## config.mk

```make
export PLATFORM = sky130hd
export DESIGN_NAME = if_stage_flat
export DESIGN_NICKNAME = d
export VERILOG_FILES = /design/src/rtl/if_stage_if.sv /design/src/rtl/if_stage.sv /design/src/flat_wrapper.sv
export SDC_FILE = /design/constraint.sdc
export NUM_CORES = 1
export LEC_CHECK = 0
export CORE_ASPECT_RATIO = 0.75
export CORE_MARGIN = 2
export CORE_UTILIZATION = 25
export CTS_BUF_LIST = sky130_fd_sc_hd__clkbuf_16
export DETAILED_ROUTE_END_ITERATION = 7
export GPL_ROUTABILITY_DRIVEN = 0
export MAX_ROUTING_LAYER = met4
export SETUP_SLACK_MARGIN = 0.1
export SYNTH_ARGS = -nofsm -noshare
export SYNTH_HDL_FRONTEND = slang
export SYNTH_SLANG_ARGS = --single-unit
```

## constraint.sdc

```tcl
create_clock -name clk -period 1.8 [get_ports clk]
set_input_delay 0.18 -clock clk [delete_from_list [all_inputs] [get_ports clk]]
set_output_delay 0.18 -clock clk [all_outputs]
set_load 0.02 [all_outputs]
```

## src/rtl/if_stage_if.sv

```systemverilog
// rtl/if_stage_if.sv - fetch-side shared-bus interface used by if_stage
//
// Groups the bus master handshake of the fetch stage. Every strobe with a
// trailing underscore is active-low.
//   bus_req_     master->slave  bus request
//   bus_grnt_    slave->master  bus grant
//   bus_as_      master->slave  address strobe
//   bus_addr     master->slave  30-bit word address, latched at grant
//   bus_rw       master->slave  1 = read (the fetch stage only reads)
//   bus_wr_data  master->slave  write data, held at zero
//   bus_rd_data  slave->master  read data
//   bus_rdy_     slave->master  read data valid
interface if_stage_if;
    logic        bus_req_;
    logic        bus_grnt_;
    logic        bus_as_;
    logic [29:0] bus_addr;
    logic        bus_rw;
    logic [31:0] bus_wr_data;
    logic [31:0] bus_rd_data;
    logic        bus_rdy_;

    modport master (
        output bus_req_, bus_as_, bus_addr, bus_rw, bus_wr_data,
        input  bus_grnt_, bus_rd_data, bus_rdy_
    );

    modport slave (
        input  bus_req_, bus_as_, bus_addr, bus_rw, bus_wr_data,
        output bus_grnt_, bus_rd_data, bus_rdy_
    );
endinterface

```

## src/rtl/if_stage.sv

```systemverilog
// rtl/if_stage.sv - instruction fetch stage with IF/ID pipeline register
//
// Fetches one 32-bit word per instruction from the shared bus (or, when the
// IF_SPM_PATH_EN macro is defined, from the scratch-pad for PCs whose
// addr[29:27] equals SPM_SEL) and presents it to decode.
// Ports:
//   clk, reset     clock; asynchronous active-low reset
//   stall, flush   pipeline control; flush redirects fetch to new_pc
//   br_taken       branch resolved taken, target br_addr
//   busy           a bus fetch is outstanding this cycle
//   if_pc/if_insn  IF/ID register: next PC and fetched instruction
//   if_en          IF/ID entry valid
//   bus            if_stage_if master modport (req/grant/strobe/ready)
//   spm_addr, spm_as_, spm_rd_data  scratch-pad port (IF_SPM_PATH_EN only)
module if_stage #(
    parameter logic [29:0] RESET_VECTOR = 30'h0,
    parameter logic [2:0]  SPM_SEL      = 3'h1,
    parameter logic [31:0] NOP_INSN     = 32'h0
) (
    input  logic        clk,
    input  logic        reset,
    input  logic        stall,
    input  logic        flush,
    input  logic [29:0] new_pc,
    input  logic        br_taken,
    input  logic [29:0] br_addr,
    output logic        busy,
    output logic [29:0] if_pc,
    output logic [31:0] if_insn,
    output logic        if_en,
    if_stage_if.master  bus
`ifdef IF_SPM_PATH_EN
    ,
    output logic [29:0] spm_addr,
    output logic        spm_as_,
    input  logic [31:0] spm_rd_data
`endif
);

    localparam logic [1:0] ST_IDLE   = 2'd0;
    localparam logic [1:0] ST_REQ    = 2'd1;
    localparam logic [1:0] ST_ACCESS = 2'd2;
    localparam logic [1:0] ST_STALL  = 2'd3;

    logic [1:0]  state;
    logic        discard;
    logic [31:0] rd_buf;
    logic [31:0] fetched;
    logic        spm_hit;
    logic        drop;

`ifdef IF_SPM_PATH_EN
    // The scratch-pad answers in the same cycle, so a hit never leaves IDLE.
    assign spm_hit  = (state == ST_IDLE) && (if_pc[29:27] == SPM_SEL);
    assign spm_addr = if_pc;
    assign spm_as_  = ~spm_hit;
`else
    logic unused_spm_sel;
    assign spm_hit        = 1'b0;
    assign unused_spm_sel = ^SPM_SEL;
`endif

    assign bus.bus_rw      = 1'b1;
    assign bus.bus_wr_data = 32'h0;

    // A flushed access still runs to completion on the bus; its data must not
    // reach IF/ID even though busy drops on the ready cycle.
    assign drop = (state == ST_ACCESS) && discard;

    always_comb begin
        busy    = 1'b0;
        fetched = rd_buf;
        case (state)
            ST_IDLE:   busy = reset & ~flush & ~spm_hit;
            ST_REQ:    busy = 1'b1;
            ST_ACCESS: begin
                busy    = bus.bus_rdy_;
                fetched = bus.bus_rd_data;
            end
            default:   fetched = rd_buf;
        endcase
`ifdef IF_SPM_PATH_EN
        if (spm_hit) begin
            fetched = spm_rd_data;
        end
`endif
    end

    // Bus master FSM
    always_ff @(posedge clk or negedge reset) begin
        if (!reset) begin
            state        <= ST_IDLE;
            discard      <= 1'b0;
            rd_buf       <= NOP_INSN;
            bus.bus_req_ <= 1'b1;
            bus.bus_as_  <= 1'b1;
            bus.bus_addr <= 30'h0;
        end else begin
            case (state)
                ST_IDLE: begin
                    if (!flush && !spm_hit) begin
                        bus.bus_req_ <= 1'b0;
                        state        <= ST_REQ;
                    end
                end
                ST_REQ: begin
                    if (flush) begin
                        bus.bus_req_ <= 1'b1;
                        state        <= ST_IDLE;
                    end else if (!bus.bus_grnt_) begin
                        bus.bus_as_  <= 1'b0;
                        bus.bus_addr <= if_pc;
                        state        <= ST_ACCESS;
                    end
                end
                ST_ACCESS: begin
                    if (!bus.bus_rdy_) begin
                        bus.bus_req_ <= 1'b1;
                        bus.bus_as_  <= 1'b1;
                        discard      <= 1'b0;
                        rd_buf       <= bus.bus_rd_data;
                        // Data parked in rd_buf is only useful if it was kept.
                        state        <= (discard || flush || !stall) ? ST_IDLE : ST_STALL;
                    end else if (flush) begin
                        discard <= 1'b1;
                    end
                end
                default: begin
                    if (flush || !stall) begin
                        state <= ST_IDLE;
                    end
                end
            endcase
        end
    end

    // IF/ID pipeline register
    always_ff @(posedge clk or negedge reset) begin
        if (!reset) begin
            if_pc   <= RESET_VECTOR;
            if_insn <= NOP_INSN;
            if_en   <= 1'b0;
        end else if (flush) begin
            if_pc   <= new_pc;
            if_insn <= NOP_INSN;
            if_en   <= 1'b0;
        end else if (stall || busy || drop) begin
            if_pc   <= if_pc;
        end else if (br_taken) begin
            if_pc   <= br_addr;
            if_insn <= fetched;
            if_en   <= 1'b1;
        end else begin
            if_pc   <= if_pc + 30'd1;
            if_insn <= fetched;
            if_en   <= 1'b1;
        end
    end

endmodule
```

## src/flat_wrapper.sv

```systemverilog
// flat-port wrapper written by rule: the top's interface ports become plain ports
module if_stage_flat 
#(
    parameter logic [29:0] RESET_VECTOR = 30'h0,
    parameter logic [2:0]  SPM_SEL      = 3'h1,
    parameter logic [31:0] NOP_INSN     = 32'h0
)
  (clk, reset, stall, flush, new_pc, br_taken, br_addr, busy, if_pc, if_insn, if_en, bus_bus_req_, bus_bus_as_, bus_bus_addr, bus_bus_rw, bus_bus_wr_data, bus_bus_grnt_, bus_bus_rd_data, bus_bus_rdy_);
  if_stage_if bus_i ();
  input  logic clk;
  input  logic reset;
  input  logic stall;
  input  logic flush;
  input  logic [29:0] new_pc;
  input  logic br_taken;
  input  logic [29:0] br_addr;
  output logic busy;
  output logic [29:0] if_pc;
  output logic [31:0] if_insn;
  output logic if_en;
  output wire logic [$bits(bus_i.bus_req_)-1:0] bus_bus_req_;
  output wire logic [$bits(bus_i.bus_as_)-1:0] bus_bus_as_;
  output wire logic [$bits(bus_i.bus_addr)-1:0] bus_bus_addr;
  output wire logic [$bits(bus_i.bus_rw)-1:0] bus_bus_rw;
  output wire logic [$bits(bus_i.bus_wr_data)-1:0] bus_bus_wr_data;
  input wire logic [$bits(bus_i.bus_grnt_)-1:0] bus_bus_grnt_;
  input wire logic [$bits(bus_i.bus_rd_data)-1:0] bus_bus_rd_data;
  input wire logic [$bits(bus_i.bus_rdy_)-1:0] bus_bus_rdy_;
  assign bus_bus_req_ = bus_i.bus_req_;
  assign bus_bus_as_ = bus_i.bus_as_;
  assign bus_bus_addr = bus_i.bus_addr;
  assign bus_bus_rw = bus_i.bus_rw;
  assign bus_bus_wr_data = bus_i.bus_wr_data;
  assign bus_i.bus_grnt_ = bus_bus_grnt_;
  assign bus_i.bus_rd_data = bus_bus_rd_data;
  assign bus_i.bus_rdy_ = bus_bus_rdy_;
  if_stage #(.RESET_VECTOR(RESET_VECTOR), .SPM_SEL(SPM_SEL), .NOP_INSN(NOP_INSN)) u_core (.clk(clk), .reset(reset), .stall(stall), .flush(flush), .new_pc(new_pc), .br_taken(br_taken), .br_addr(br_addr), .busy(busy), .if_pc(if_pc), .if_insn(if_insn), .if_en(if_en), .bus(bus_i));
endmodule
```

Yosys cells after proc, flatten, opt, wreduce, memory -nomap -nowiden
Cells that the tools add are included.

Register bits after elaboration: 130. Input bits: 99. Output and inout port bits: 129. Logic and storage cells: 65.

Add/sub/neg operators: 1. Equal/unequal tests: 10. Muxes and demuxes: 24. Bitwise operators: 4. Reduce and logical (&&, ||, !) cells: 17.

Operators with widths (number): 2-to-1 mux 32 bit (3); 2-to-1 mux 30 bit (3); adder 30 x 1 -> 30 bit (second input constant) (1); != test 2 bit (second input constant) (7); 2-to-1 mux 2 bit (6); AND reduction 4 bit (3); 2-to-1 mux 1 bit (8); case mux 1 bit (3 select lines) (2); case mux 2 bit (3 select lines) (1); logical OR 1 bit (5); AND reduction 2 bit (2); nonzero test 4 bit (1); != test 3 bit (second input constant) (1); NOT 1 bit (3); AND reduction 3 bit (1); nonzero test 3 bit (1); equality test 2 x 1 -> 1 bit (second input constant) (1); equality test 2 bit (second input constant) (1); zero test 2 bit (1); case mux 1 bit (2 select lines) (1); nonzero test 2 bit (1); AND 1 bit (1); logical AND 1 bit (1); zero test 1 bit (1).

Logic depth before layout (Yosys ltp)
Word-level depth: 7. Mapped depth: 10. Gate-level depth less buffers: 7.

Worst setup path after synthesis
OpenSTA, ideal clock, no wires.

Kind: register to register. Start point: register u_core.if_pc[0]. End point: register u_core.if_pc[24]. Library setup time: 0.124 ns. Arrival time: 1.857 ns. Required time: 1.676 ns. Setup slack: -0.181 ns. Cell stages (with the launch flop): 7. Path buffers: 0. Period minus slack after synthesis: 1.981 ns. Cells stage by stage: dfrtp_1 > ha_1 > nand4_2 > nor4_4 > nand4_1 > mux2i_1 > a211o_1.

Word-level cells in the longest chain between the ends: 4.

RTL lines: start: declaration (line if_stage.sv:28) `output logic [29:0] if_pc,`; start signal: assignment (line if_stage.sv:144) `if_pc <= new_pc;`; start signal: assignment (line if_stage.sv:148) `if_pc <= if_pc;`; start signal: assignment (line if_stage.sv:150) `if_pc <= br_addr;`; adder 30 x 1 -> 30 bit (line if_stage.sv:154) `if_pc <= if_pc + 30'd1;`; 2-to-1 mux 30 bit (line if_stage.sv:149) `end else if (br_taken) begin`; 2-to-1 mux 30 bit (line if_stage.sv:147) `end else if (stall || busy || drop) begin`; 2-to-1 mux 30 bit (line if_stage.sv:143) `end else if (flush) begin`.

No other way between the ends. The select of a mux whose other input is x is not followed. A chain may end at the register's enable or synchronous reset.

Worst setup path after layout
Start point: register u_core.state[0]. End point: register u_core.if_pc[21].

Word-level cells in the longest chain between the ends: 5.

RTL lines: start: declaration (line if_stage.sv:45) `logic [1:0] state;`; start signal: assignment (line if_stage.sv:123) `state <= (discard || flush || !stall) ? ST_IDLE : ST_STALL;`; equality test 2 bit (tied with other cells) (line if_stage.sv:68, if_stage.sv:73); case mux 1 bit (3 select lines) (line if_stage.sv:73) `case (state)`; logical OR 1 bit (line if_stage.sv:147); logical OR 1 bit * (line if_stage.sv:147); != test 2 bit (no source line) *; end signal: assignment (line if_stage.sv:148); end signal: assignment (line if_stage.sv:150); end signal: assignment (line if_stage.sv:154).

Mark *: on every way between the ends. The rest lies on a longest branch, timed or not.

==> summary.txt <==
Status
  – Status: finished, violations left
  – Failing checks: setup timing

Synth
  – Post-Syn Area: 6990 um2
  – Seq/Total Area, Yosys: 46.6%
  – Mapped Cells: 666
  – Post-synthesis compound-gate area fraction: 13.7%
  – Post-synth ARST share: 100%
  – Yosys cell types: 74
  – Mux contribution to synthesized area: 15.6%
  – Synth warnings: 0
  – Avg Inst Size Synth: 10.5 um2
  – Fraction of the mapped netlist area in simple logic gates: 13.2%
  – Post-synthesis adder-cell area fraction: 1.07%
  – Ys flop type: dfrtp_1
  – #FFs+latches synth: 130
  – EDFF count, synth: 0
  – Post-Synth XOR/XNOR Area: 1.63%
  – Largest family of logic cells by synthesized area: multiplexers

Finish
  – P&R area growth vs syn: 67.8%
  – ANT cells: 0
  – Non-Filler Instances: 1323
  – Commonest non-fill, non-tap cells in the layout: clkdlybuf4s50_1 (156), dfrtp_1 (123), buf_4 (84)
  – Commonest non-fill, non-tap cell in the layout: clkdlybuf4s50_1
  – Layout cells sized above 1: 35.8%
  – Post-layout nets: 1064
  – # fillers: 2560

Worst setup path
  – WP buf/inv: 2
  – WP data required: 2.12 ns
  – CP most frequent cell: a21oi_4
  – CP max stage cell: dfrtp_2
  – R2r startpoint: u_core.state[0]$_DFFE_PN0P_
  – CP delay by family, top: compound AO/OA/AOI/OAI gates
  – Crit-path cells: inv_4 > ha_4 > a21oi_4 > a21oi_4 > nand2b_4 > clkbuf_16 > o41a_1 > o221a_2
  – CP Data Arrival Time: 2.23 ns
  – Setup CP Type: reg2reg
  – Startpoint types: flip-flop
  – Worst setup EP type: flip-flop
  – Crit path launch: u_core.state[0]$_DFFE_PN0P_
  – Max Fanout on Critical Path: 5
  – Critical path's largest stage delay: 0.43 ns

Clock network
  – Max clock buf depth: 2
  – CTS tree: built
  – Root buffer cell: clkbuf_16
  – Clk_lat worst skew: 0.43 ns
  – TritonCTS buffer count: 17
  – Clock sinks: 130
  – Clock slew at reported path FFs: 0.07 ns
  – CTS HTree Levels: 4

Power
  – Leakage power: 5.17 nW
  – Internal Power: 11.2 mW
  – Cell Pwr Density: 1490 nW/um2
  – Net Switching: 6.34 mW
  – Reg power frac: 27.9%
  – Max VDD drop: 754 uV
  – Comb pwr share: 49.2%
  – Clock network fraction of design power: 22.9%
  – Sw frac: 36.2%

Global routing
  – Tot GR Track Use: 16.8%
  – Largest net degree at the start of global routing: 49
  – Antenna violations before repair: 0
  – Total gr overflow: 0
  – Vias in the first global route: 5969
  – First-pass GRT wire length: 35.9 mm

Routing
  – Drt first-iter violations: 310
  – Average wire per standard cell: 19.7 um
  – Detail Route Antenna Nets: 0
  – Vias: 6276
  – Final WL: 26.1 mm
  – Vias per cell: 4.74
  – DRT Pass-1 Iters: 5
  – Residual DRC count: 0

Placed design
  – Placed cell count: 1251
  – Placed wire-length estimate: 17.0 mm
  – IO buf count: 194

STA
  – Slew @ Worst Pin: 0.675 ns
  – FMAX: 522 MHz
  – Slack of the critical path: -0.115 ns
  – Setup_tns: -2.62 ns
  – Post-Route Hold Slack: 0.272 ns
  – Setup violations, final: 61
  – Relative slew slack: 55.0%
  – Final Max Slew Viols: 0
  – RSZ-0062 raised after global routing: true
  – Post-route minimum period: 1.92 ns
  – Setup Skew: 0.00877 ns
  – Tcrit/Tclk final: 106%
  – Final hold viol count: 0

Flow run
  – Max-Cap Viols: 0

Floorplan
  – Core ar.: 27300 um2
  – Die area: 29300 um2
  – Cell Rows: 52
  – Die Y: 149 um
  – Initial Utilization: 25.6%
  – Ports: 228
  – Die Width: 197 um

Worst hold path
  – Min-delay src: flush
  – Hold crit path type: in2reg
-- power by group through the flow --
stage / sequential [mW] / combinational (mW) / clock [mW]
after floorplan: 5.77 / 2.72 / 0
after global placement: 4.78 / 6.89 / 0
after detailed placement: 4.81 / 6.97 / 0
after CTS: 4.77 / 7.11 / 4.13
after global routing: 5.05 / 9.15 / 4.26
final: 4.90 / 8.62 / 4.01
-- tightest hold or removal path, cell delays in order --
cell and delay [ns]:
buf_2 0.16, buf_4 0.21, nor2_1 0.11
-- flip-flops by register name (all words and copies together), names as in the netlist, 2 cells and up --
| name | flops |
|---|---|
| u_core.if_pc | 30 |
| u_core.rd_buf | 32 |
| u_core.if_insn | 32 |
| u_core.bus.bus_addr | 30 |
| u_core.state | 2 |
-- per-stage QoR --
step	setup slack [ns]	util, %	total power [mW]	area [um2]
4_1_cts	-0.0827	39.1	16.0	10700
3_3_place_gp	-0.141	35.8	11.7	9760
2_1_floorplan	-0.0482	-	8.49	7180
3_5_place_dp	-0.146	35.8	11.8	9760
6_report	-0.115	43.0	17.5	11700
5_1_grt	-0.191	43.0	18.5	11700
-- per-layer routing --
layer | wire [um] | global-route usage, % | part of all wire [%] | up-vias
met5 | 0 | - | 0 | -
met4 | 408 | 4.51 | 1.6 | 0
met3 | 1580 | 4.88 | 6.1 | 31
met2 | 11500 | 24.4 | 44 | 206
met1 | 12600 | 22.9 | 48 | 3123
li1 | - | - | - | 2916
-- final cells by class --
class	count	area [um2]	share of cell area [%]
clock inverters	15	240	2.05
inverters	11	46.3	0.395
clock buffers	17	425	3.63
multi-input cells	476	4020	34.2
well taps	351	439	3.74
flip-flops and latches	130	3260	27.8
repair buffers	323	3300	28.2
-- kinds of logic after synthesis --
group           after synthesis
compound gates              147
xor+xnor                     13
fa+ha+maj                     6
buf+inv                      91
flops                       130
mux                         101
other cells                   2
simple gates                176
-- cells in the mapped netlist, types with 7 or more instances --
master / instances / share of area (%)
buf_4: 36 / 3.9
buf_2: 23 / 1.6
dfrtp_1: 128 / 46
nor2_1: 24 / 1.3
mux2i_1: 40 / 5.7
nor3_1: 9 / 0.64
a2bb2oi_1: 7 / 0.88
o31ai_1: 7 / 0.75
a21oi_1: 28 / 2.0
and2_1: 7 / 0.63
clkbuf_1: 12 / 0.64
xor2_1: 7 / 0.88
o21ai_0: 54 / 3.9
nor4_1: 7 / 0.63
nand3_1: 21 / 1.5
nand2_1: 69 / 3.7
mux2_2: 60 / 9.7
inv_1: 10 / 0.54
-- final timing paths --
kind                                                       endpoint  slack, ns  cells past startpoint
worst max-delay path                   u_core.if_pc[21]$_DFFE_PN0P_      -0.12                      8
worst min-delay path                       u_core.if_en$_DFFE_PN0P_       0.27                      3
worst max register to register         u_core.if_pc[21]$_DFFE_PN0P_      -0.12                      8
worst min register to register  u_core.bus.bus_addr[13]$_DFFE_PN0P_       0.49                      2
max in group asynchronous       u_core.bus.bus_addr[27]$_DFFE_PN0P_       0.41                      4
min in group asynchronous               u_core.state[0]$_DFFE_PN0P_       0.43                      3
-- timing repair --
item                                    in CTS  in global routing
endpoints found under the hold margin       80                  0
endpoints found under the setup margin     156                180
cloned                                       1                 12
resized for setup                           70                215
buffers inserted                            16                 14
pin swaps                                   10                 56
hold buffers                                 1                  0
No activity file was read; power rests on OpenSTA's default activity.
